File: src/rtl/audio_mem_responder.sv
// Memory-side responder for audio sample reads: demand fetch, one-entry
// sequential prefetch, and silence for out-of-range addresses.
module audio_mem_responder #(
  parameter int unsigned       ADDR_W   = 26,
  parameter int unsigned       DATA_W   = 16,
  parameter logic [ADDR_W-1:0] MAX_ADDR = 26'h3FFFFFF,
  parameter bit                PREFETCH = 1'b1
) (
  input  logic              clk,
  input  logic              reset_n,
  input  logic              read_req,
  input  logic [ADDR_W-1:0] req_addr,
  input  logic              read_ack,
  output logic              data_present,
  output logic [DATA_W-1:0] sample_data,
  output logic              mem_rd_en,
  output logic [ADDR_W-1:0] mem_rd_addr,
  input  logic              mem_rd_valid,
  input  logic [DATA_W-1:0] mem_rd_data,
  output logic              addr_err
);

  typedef enum logic [1:0] {IDLE, FETCH, PRESENT, PREF} state_e;

  state_e            state_q;
  logic              dp_q, en_q, err_q;
  logic [DATA_W-1:0] sd_q;
  logic [ADDR_W-1:0] ma_q;
  logic              pf_valid_q;
  logic [ADDR_W-1:0] pf_addr_q;
  logic [DATA_W-1:0] pf_data_q;
  logic [ADDR_W-1:0] served_q;
  logic              pend_q;
  logic [ADDR_W-1:0] pend_addr_q;

  // Request as seen this edge in PREF: a new pulse supersedes the latched one.
  logic              pend_v;
  logic [ADDR_W-1:0] pend_a;
  // A request to be resolved by the idle rules (range, hit, miss) this edge.
  logic              svc_v, svc_hit;
  logic [ADDR_W-1:0] svc_a;

  always_comb begin
    pend_v  = pend_q | read_req;
    pend_a  = read_req ? req_addr : pend_addr_q;
    svc_v   = 1'b0;
    svc_hit = 1'b0;
    svc_a   = req_addr;
    if (state_q == IDLE && read_req) begin
      svc_v   = 1'b1;
      svc_hit = pf_valid_q && (req_addr == pf_addr_q);
    end else if (state_q == PREF && mem_rd_valid && pend_v && (pend_a != pf_addr_q)) begin
      svc_v = 1'b1;
      svc_a = pend_a;
    end
  end

  always_ff @(posedge clk or negedge reset_n) begin
    if (!reset_n) begin
      state_q     <= IDLE;
      dp_q        <= 1'b0;
      en_q        <= 1'b0;
      err_q       <= 1'b0;
      sd_q        <= '0;
      ma_q        <= '0;
      pf_valid_q  <= 1'b0;
      pf_addr_q   <= '0;
      pf_data_q   <= '0;
      served_q    <= '0;
      pend_q      <= 1'b0;
      pend_addr_q <= '0;
    end else begin
      en_q <= 1'b0;
      case (state_q)
        FETCH: if (mem_rd_valid) begin
          sd_q    <= mem_rd_data;
          dp_q    <= 1'b1;
          state_q <= PRESENT;
        end
        PRESENT: if (read_ack) begin
          dp_q <= 1'b0;
          if (PREFETCH && (served_q < MAX_ADDR)) begin
            en_q      <= 1'b1;
            ma_q      <= served_q + 1'b1;
            pf_addr_q <= served_q + 1'b1;
            state_q   <= PREF;
          end else begin
            state_q <= IDLE;
          end
        end
        PREF: begin
          if (read_req) begin
            pend_q      <= 1'b1;
            pend_addr_q <= req_addr;
          end
          if (mem_rd_valid) begin
            pend_q <= 1'b0;
            if (!pend_v) begin
              pf_data_q  <= mem_rd_data;
              pf_valid_q <= 1'b1;
              state_q    <= IDLE;
            end else if (pend_a == pf_addr_q) begin
              sd_q       <= mem_rd_data;
              dp_q       <= 1'b1;
              pf_valid_q <= 1'b0;
              served_q   <= pend_a;
              state_q    <= PRESENT;
            end
          end
        end
        default: ;
      endcase
      if (svc_v) begin
        served_q <= svc_a;
        if (svc_a > MAX_ADDR) begin
          sd_q    <= '0;
          dp_q    <= 1'b1;
          err_q   <= 1'b1;
          state_q <= PRESENT;
        end else if (svc_hit) begin
          sd_q       <= pf_data_q;
          dp_q       <= 1'b1;
          pf_valid_q <= 1'b0;
          state_q    <= PRESENT;
        end else begin
          pf_valid_q <= 1'b0;
          en_q       <= 1'b1;
          ma_q       <= svc_a;
          state_q    <= FETCH;
        end
      end
    end
  end

  assign data_present = dp_q;
  assign sample_data  = sd_q;
  assign mem_rd_en    = en_q;
  assign mem_rd_addr  = ma_q;
  assign addr_err     = err_q;

endmodule

File: config.mk
export PLATFORM = sky130hd
export DESIGN_NAME = audio_mem_responder
export DESIGN_NICKNAME = d
export VERILOG_FILES = /design/src/rtl/audio_mem_responder.sv
export SDC_FILE = /design/constraint.sdc
export NUM_CORES = 1
export LEC_CHECK = 0
export BUFFER_PORTS_ARGS = -buffer_cell sky130_fd_sc_hd__buf_2
export CAP_MARGIN = 10
export CORE_ASPECT_RATIO = 0.7
export CORE_UTILIZATION = 55
export CTS_CLUSTER_DIAMETER = 100
export DETAILED_ROUTE_END_ITERATION = 10
export GPL_TIMING_DRIVEN = 0
export PLACE_DENSITY = 0.76
export SETUP_SLACK_MARGIN = 0.5
export SLEW_MARGIN = 20
export SYNTH_ARGS = -nofsm -noshare
export SYNTH_HDL_FRONTEND = slang
export SYNTH_SLANG_ARGS = --single-unit
File: constraint.sdc
create_clock -name clk -period 3 [get_ports clk]
set_input_delay 0.3 -clock clk [delete_from_list [all_inputs] [get_ports clk]]
set_output_delay 0.3 -clock clk [all_outputs]
set_load 0.1 [all_outputs]
== After elaboration in Yosys (flattened, before gate mapping) ==
Cells that the tools add are included.
Word-level totals
  word-level logic and storage cells: 103
  bits in registers: 143
  output and inout port bits: 45
Cells by class
  order comparisons: 2
  reductions and logical operators: 18
  eq/ne operators: 10
  muxes and demuxes: 58
  bitwise gates (word level): 2
  $add $sub $neg: 1
Operator list (count)
  26-bit two-way mux: 14
  16-bit two-way mux: 7
  26-bit equality test: 2
  16-bit case mux with 2 select lines: 1
  26-bit by 1-bit adder with 26-bit output, second input constant: 1
  26-bit greater-than comparator, second input constant: 1
  26-bit < comparator, second input constant: 1
  26-bit inequality test: 1
  1-bit two-way mux: 25
  2-bit two-way mux: 9
  2-bit nonzero test: 5
  3-bit inequality test, second input constant: 3
  2-bit case mux with 3 select lines: 1
  3-bit AND reduction: 2
  1-bit logical AND: 5
  5-bit AND reduction: 1
  2-bit equality test, second input constant: 2
  4-bit by 3-bit inequality test with 1-bit output, second input constant: 1
  2-bit AND reduction: 2
  4-bit AND reduction: 1
  4-bit nonzero test: 1
  1-bit case mux with 3 select lines: 1
  2-bit by 1-bit equality test with 1-bit output, second input constant: 1
  2-bit logical NOT: 1
  other kinds (2): 2

== Logic depth before layout (Yosys ltp) ==
  word-level depth: 9
  mapped depth: 11
  depth with buffers taken out: 8

== Least setup slack after synthesis ==
No wires, ideal clock.
  kind: input-to-reg
  start: input port read_req
  end: register sd_q[10], in the netlist sample_data[10]
  library setup time: 0.132 ns
  path slack: 0.590 ns
  arrival time: 2.278 ns
  stages on the path: 11
  buffers on the path: 4
  path through: buf_6 buf_6 mux2i_2 xnor2_1 nor4_4 nand4_4 nor4b_4 buf_6 buf_12 mux2i_1 o21ai_1
On the way
  longest elaborated chain between the ends: 9
RTL lines
  from (decl): RTL line 11  | input logic read_req,
  parallel branches: the longest is 8 deep, another holds 26-bit greater-than comparator
  16-bit two-way mux (*): RTL line 113  | if (svc_v) begin
  to (signal assigned): RTL line 76  | sd_q <= mem_rd_data;
  to (signal assigned): RTL line 103  | sd_q <= mem_rd_data;
  to (signal assigned): RTL line 121  | sd_q <= pf_data_q;
  to (decl): RTL line 27  | logic [DATA_W-1:0] sd_q;
Every way passes the cells marked *.
A chain may end at the register's enable or synchronous reset.

== Worst setup path after layout ==
  start: register pend_addr_q[0]
  end: register ma_q[10], in the netlist mem_rd_addr[10]
On the way
  longest elaborated chain between the ends: 8
RTL lines
  from (decl): RTL line 34  | logic [ADDR_W-1:0] pend_addr_q;
  from (signal assigned): RTL line 94  | pend_addr_q <= req_addr;
  26-bit two-way mux (*)
  26-bit inequality test: RTL line 52  | end else if (state_q == PREF && mem_rd_valid && pend_v && (pend_a != pf_addr_q)) begin
  1-bit logical AND: RTL line 52
  26-bit two-way mux: RTL line 52
  26-bit two-way mux: RTL line 49  | if (state_q == IDLE && read_req) begin
  26-bit greater-than comparator or 26-bit two-way mux (tied branches): RTL line 115, 120
  26-bit two-way mux: RTL line 115  | if (svc_a > MAX_ADDR) begin
  26-bit two-way mux (*): RTL line 113
  to (signal assigned): RTL line 84  | ma_q <= served_q + 1'b1;
  to (signal assigned): RTL line 128  | ma_q <= svc_a;
  to (decl): RTL line 28  | logic [ADDR_W-1:0] ma_q;
Every way passes the cells marked *; elsewhere a longest branch is shown, timed or not.

==> summary.md <==
| Metric | Value |
|---|---|
| Outcome | `complete, no violations` |
| Placed Cells | `966` |
| Max Fclk | `393.4 MHz` |
| RSZ-0062 raised after global routing | `true` |
| H-Tree Depth | `4` |
| Max Clock Skew | `0.008045 ns` |
| Crit-path leading delay family | `simple AND/OR/NAND/NOR gates` |
| Wirelength per Cell | `21.12 um` |
| Port bufs | `90` |
| #FFs+latches synth | `143` |
| Core area | `13,400 um^2` |
| Yosys warning count | `0` |
| Ranking of synthesized cells by area | `dfrtp_1 46%, mux2i_1 14%, xnor2_1 6.4%` |
| Simple-gate area share of the yosys netlist | `9.815%` |
| Die X | `143.4 um` |
| CP cell instances | `mux2i_4 -> xnor2_4 -> nor4_4 -> nand4_4 -> buf_6 -> o21ai_4 -> buf_12 -> clkbuf_16 -> mux2i_1 -> mux2i_1` |
| Mux share of post-synthesis cell area | `20.78%` |
| Syn nets | `742` |
| Top_reg_cell synth | `dfrtp_1` |
| Via count | `6,133` |
| Adder-Cell Fraction of Synth Area | `0.8125%` |
| # fillers | `981` |
| Global-route wire length before repair | `32,790 um` |
| Yosys cell types | `50` |
| Max FO, Critical Path | `5` |
| Critical Path Start Type | `flip-flop` |
| Min cycle time layout | `2.542 ns` |
| Post-synthesis xor/xnor area fraction | `under 10%` |
| Max incr delay on CP | `0.42 ns` |
| DPL Wire Length | `~15,000 um` |
| Post-Syn Area | `7700 um^2` |
| Crit share post-route | `84.73%` |
| Post-layout util | `71.12%` |
| Fin. Hold Viols | `0` |
| Asr flop ratio synth | `100.0%` |
| WS Path Type | `flip-flop to flip-flop` |
| Most frequent cell on the critical path | `mux2i_1` |
| Pwr dens | `1324 nW/um^2` |
| Gp weighted congestion | `0.9120` |
| Initial core utilization | `57.46%` |
| WL final | `between 20,000 and 25,000 um` |
| Post-DRT Antenna Nets | `0` |
| Synth Instances | `690` |
| WP data required | `3.31 ns` |
| P_leak | `0.004325 uW` |
| Synth Area in Compound Gates | `10.59%` |
| Antenna diodes | `0` |
| Pre-Repair DR Iteration Count | `5` |
| Initial drt markers | `between 500 and 600` |
| Gr usage total | `a little under a third` |
| Worst hold path class | `input port to flip-flop` |
| GRT overflow | `0` |
| Root Driver | `clkbuf_16` |
| TritonCTS Sinks | `around 140` |
| CTS tree | `done` |
| Worst slew pin tran | `0.5872 ns` |
| Final std cells w/o fill | `1,018` |
| Worst vdd ir | `914.4 uV` |
| Max_slew headroom | `60.86%` |
| Most frequent cell after synthesis | `dfrtp_1` |
| Largest family of logic cells by synthesized area | `multiplexers` |
| Number of nets in the layout | `between 800 and 900` |
| Syn avg cell area | `roughly 11 um^2` |
| Top-area cell type share of the netlist area | `46.47%` |
| CTS Buf Count | `17` |
| Worst-Skew Late Latency | `0.42 ns` |
| Proportion of layout cells with a drive suffix above 1 | `between 20 and 30%` |
| Avg Vias per Cell | `roughly 6.0` |
| Largest area contributor in the netlist | `dfrtp_1` |
| IO Count | `roughly 90` |
| Largest net degree at the start of global routing | `100` |
| Area delta synth->final | `23.77%` |
| Longest Clk Path Bufs | `2` |
| Placed Instance Area | `approximately 8400 um^2` |
| Final slew viol count | `0` |
| WP buf/inv | `3` |
| Sequential share of the synthesized area | `46.47%` |
| Die ar. | `14,480 um^2` |
| Final instance area | `~9500 um^2` |
| Worst path arrival time | `2.85 ns` |
| Finish-stage setup viols | `0` |
| Die H | `101.0 um` |
| Setup crit end kind | `flip-flop` |
| Initial antenna violation count | `0` |
| Clock-pin slew on the worst setup and hold paths | `0.06 ns` |
| Critical path's slowest cell | `dfrtp_1` |
| Vias in the first global route | `5,955` |
| Rows | `35` |
| Post-synth EDFFs | `0` |
| Drt drc | `0` |
| Max-cap violation count | `0` |
| Synth top cells by count | `143 x dfrtp_1, 109 x mux2i_1, 62 x nand2_1` |
## what timing repair did
item                                   CTS  global route
gates cloned                             0             1
pin swaps                                6            12
endpoints found under the hold margin   44             0
hold buffers                             1             0
buffers inserted                         4            14
gates resized for setup                 29            53
setup endpoints to repair               89            93
## power breakdown
part / internal (uW) / leakage (uW) / switching [uW] / total [uW]
Combinational: 2050 / 0.00230 / 4400 / 6450
Sequential: 2910 / 0.00172 / 885 / 3790
Clock: 1510 / 0.000307 / 867 / 2370
## sequential cells by signal, indices dropped and copies added, names as in the netlist
name,flops
mem_rd_addr,26
pend_addr_q,26
pf_addr_q,26
served_q,26
pf_data_q,16
sample_data,16
state_q,2
addr_err,1
data_present,1
mem_rd_en,1
pend_q,1
pf_valid_q,1
## logic make-up after synthesis
logic type / count (synthesis)
xor gates and xnor gates: 74
adders and majority gates: 5
muxes: 154
buffers and inverters: 42
AOI/OAI and AO/OA: 128
and+or+nand+nor: 144
DFF: 143
## cells in the final DEF, fill, tap and decap left out, drive strengths merged, types with 2 or more instances in the layout
master    instances
dfrtp           143
buf             129
mux2i           110
o21ai            72
nand2            62
xnor2            56
mux2             44
clkbuf           38
o21a             22
xor2             18
nor2             18
a22o             16
nand4            12
nand3            11
nor4              9
nor3              8
and3              7
inv               7
and2              6
bufinv            5
ha                5
and4              4
a21oi             4
o21bai            3
clkinvlp          3
nor3b             2
nand2b            2
clkinv            2
a31oi             2
## per-layer routing
metal  vias up  global-route usage (%)  share of wire, %
li1       2727                       -                 -
met1      3120                   45.10                46
met2       256                   45.41                45
met3        30                   7.696               7.1
met4         0                   7.201               1.4
met5         -                       0                 0
## worst paths after layout
kind | from | end | slack [ns] | cells past startpoint
worst max-delay path | pend_addr_q[0] | mem_rd_addr[10] | 0.46 | 10
worst min-delay path | mem_rd_data[5] | pf_data_q[5] | 0.14 | 2
worst max register to register | pend_addr_q[0] | mem_rd_addr[10] | 0.46 | 10
worst min register to register | addr_err | addr_err | 0.46 | 1
max in group asynchronous | reset_n | sample_data[2] | 1.85 | 3
min in group asynchronous | reset_n | pend_addr_q[18] | 0.35 | 2
## metrics by stage
step | TNS (ns) | setup WS [ns] | hold WS [ns] | power (uW)
after floorplan | 0 | 0.5902 | 0.004409 | 8388
after global placement | -66.44 | -0.4051 | 0.4384 | 9573
after detailed placement | -9.884 | -0.3191 | 0.2212 | 9811
after CTS | 0 | 0.4838 | 0.1374 | 12320
after global routing | 0 | 0.3838 | 0.1460 | 13190
final | 0 | 0.4580 | 0.1420 | 12620
## final cells by class
cell class	instances	area [um^2]	area share [%]
multi-input combinational	505	4078	42.79
tap	185	231.5	2.429
sequential	143	3578	37.55
inverter	5	18.77	0.1969
buffer	37	287.8	3.020
clock buffer	20	446.7	4.687
clock inverter	12	207.7	2.179
timing repair buffer	111	681.9	7.155
Note: power is estimated with default switching activity, not from simulation.
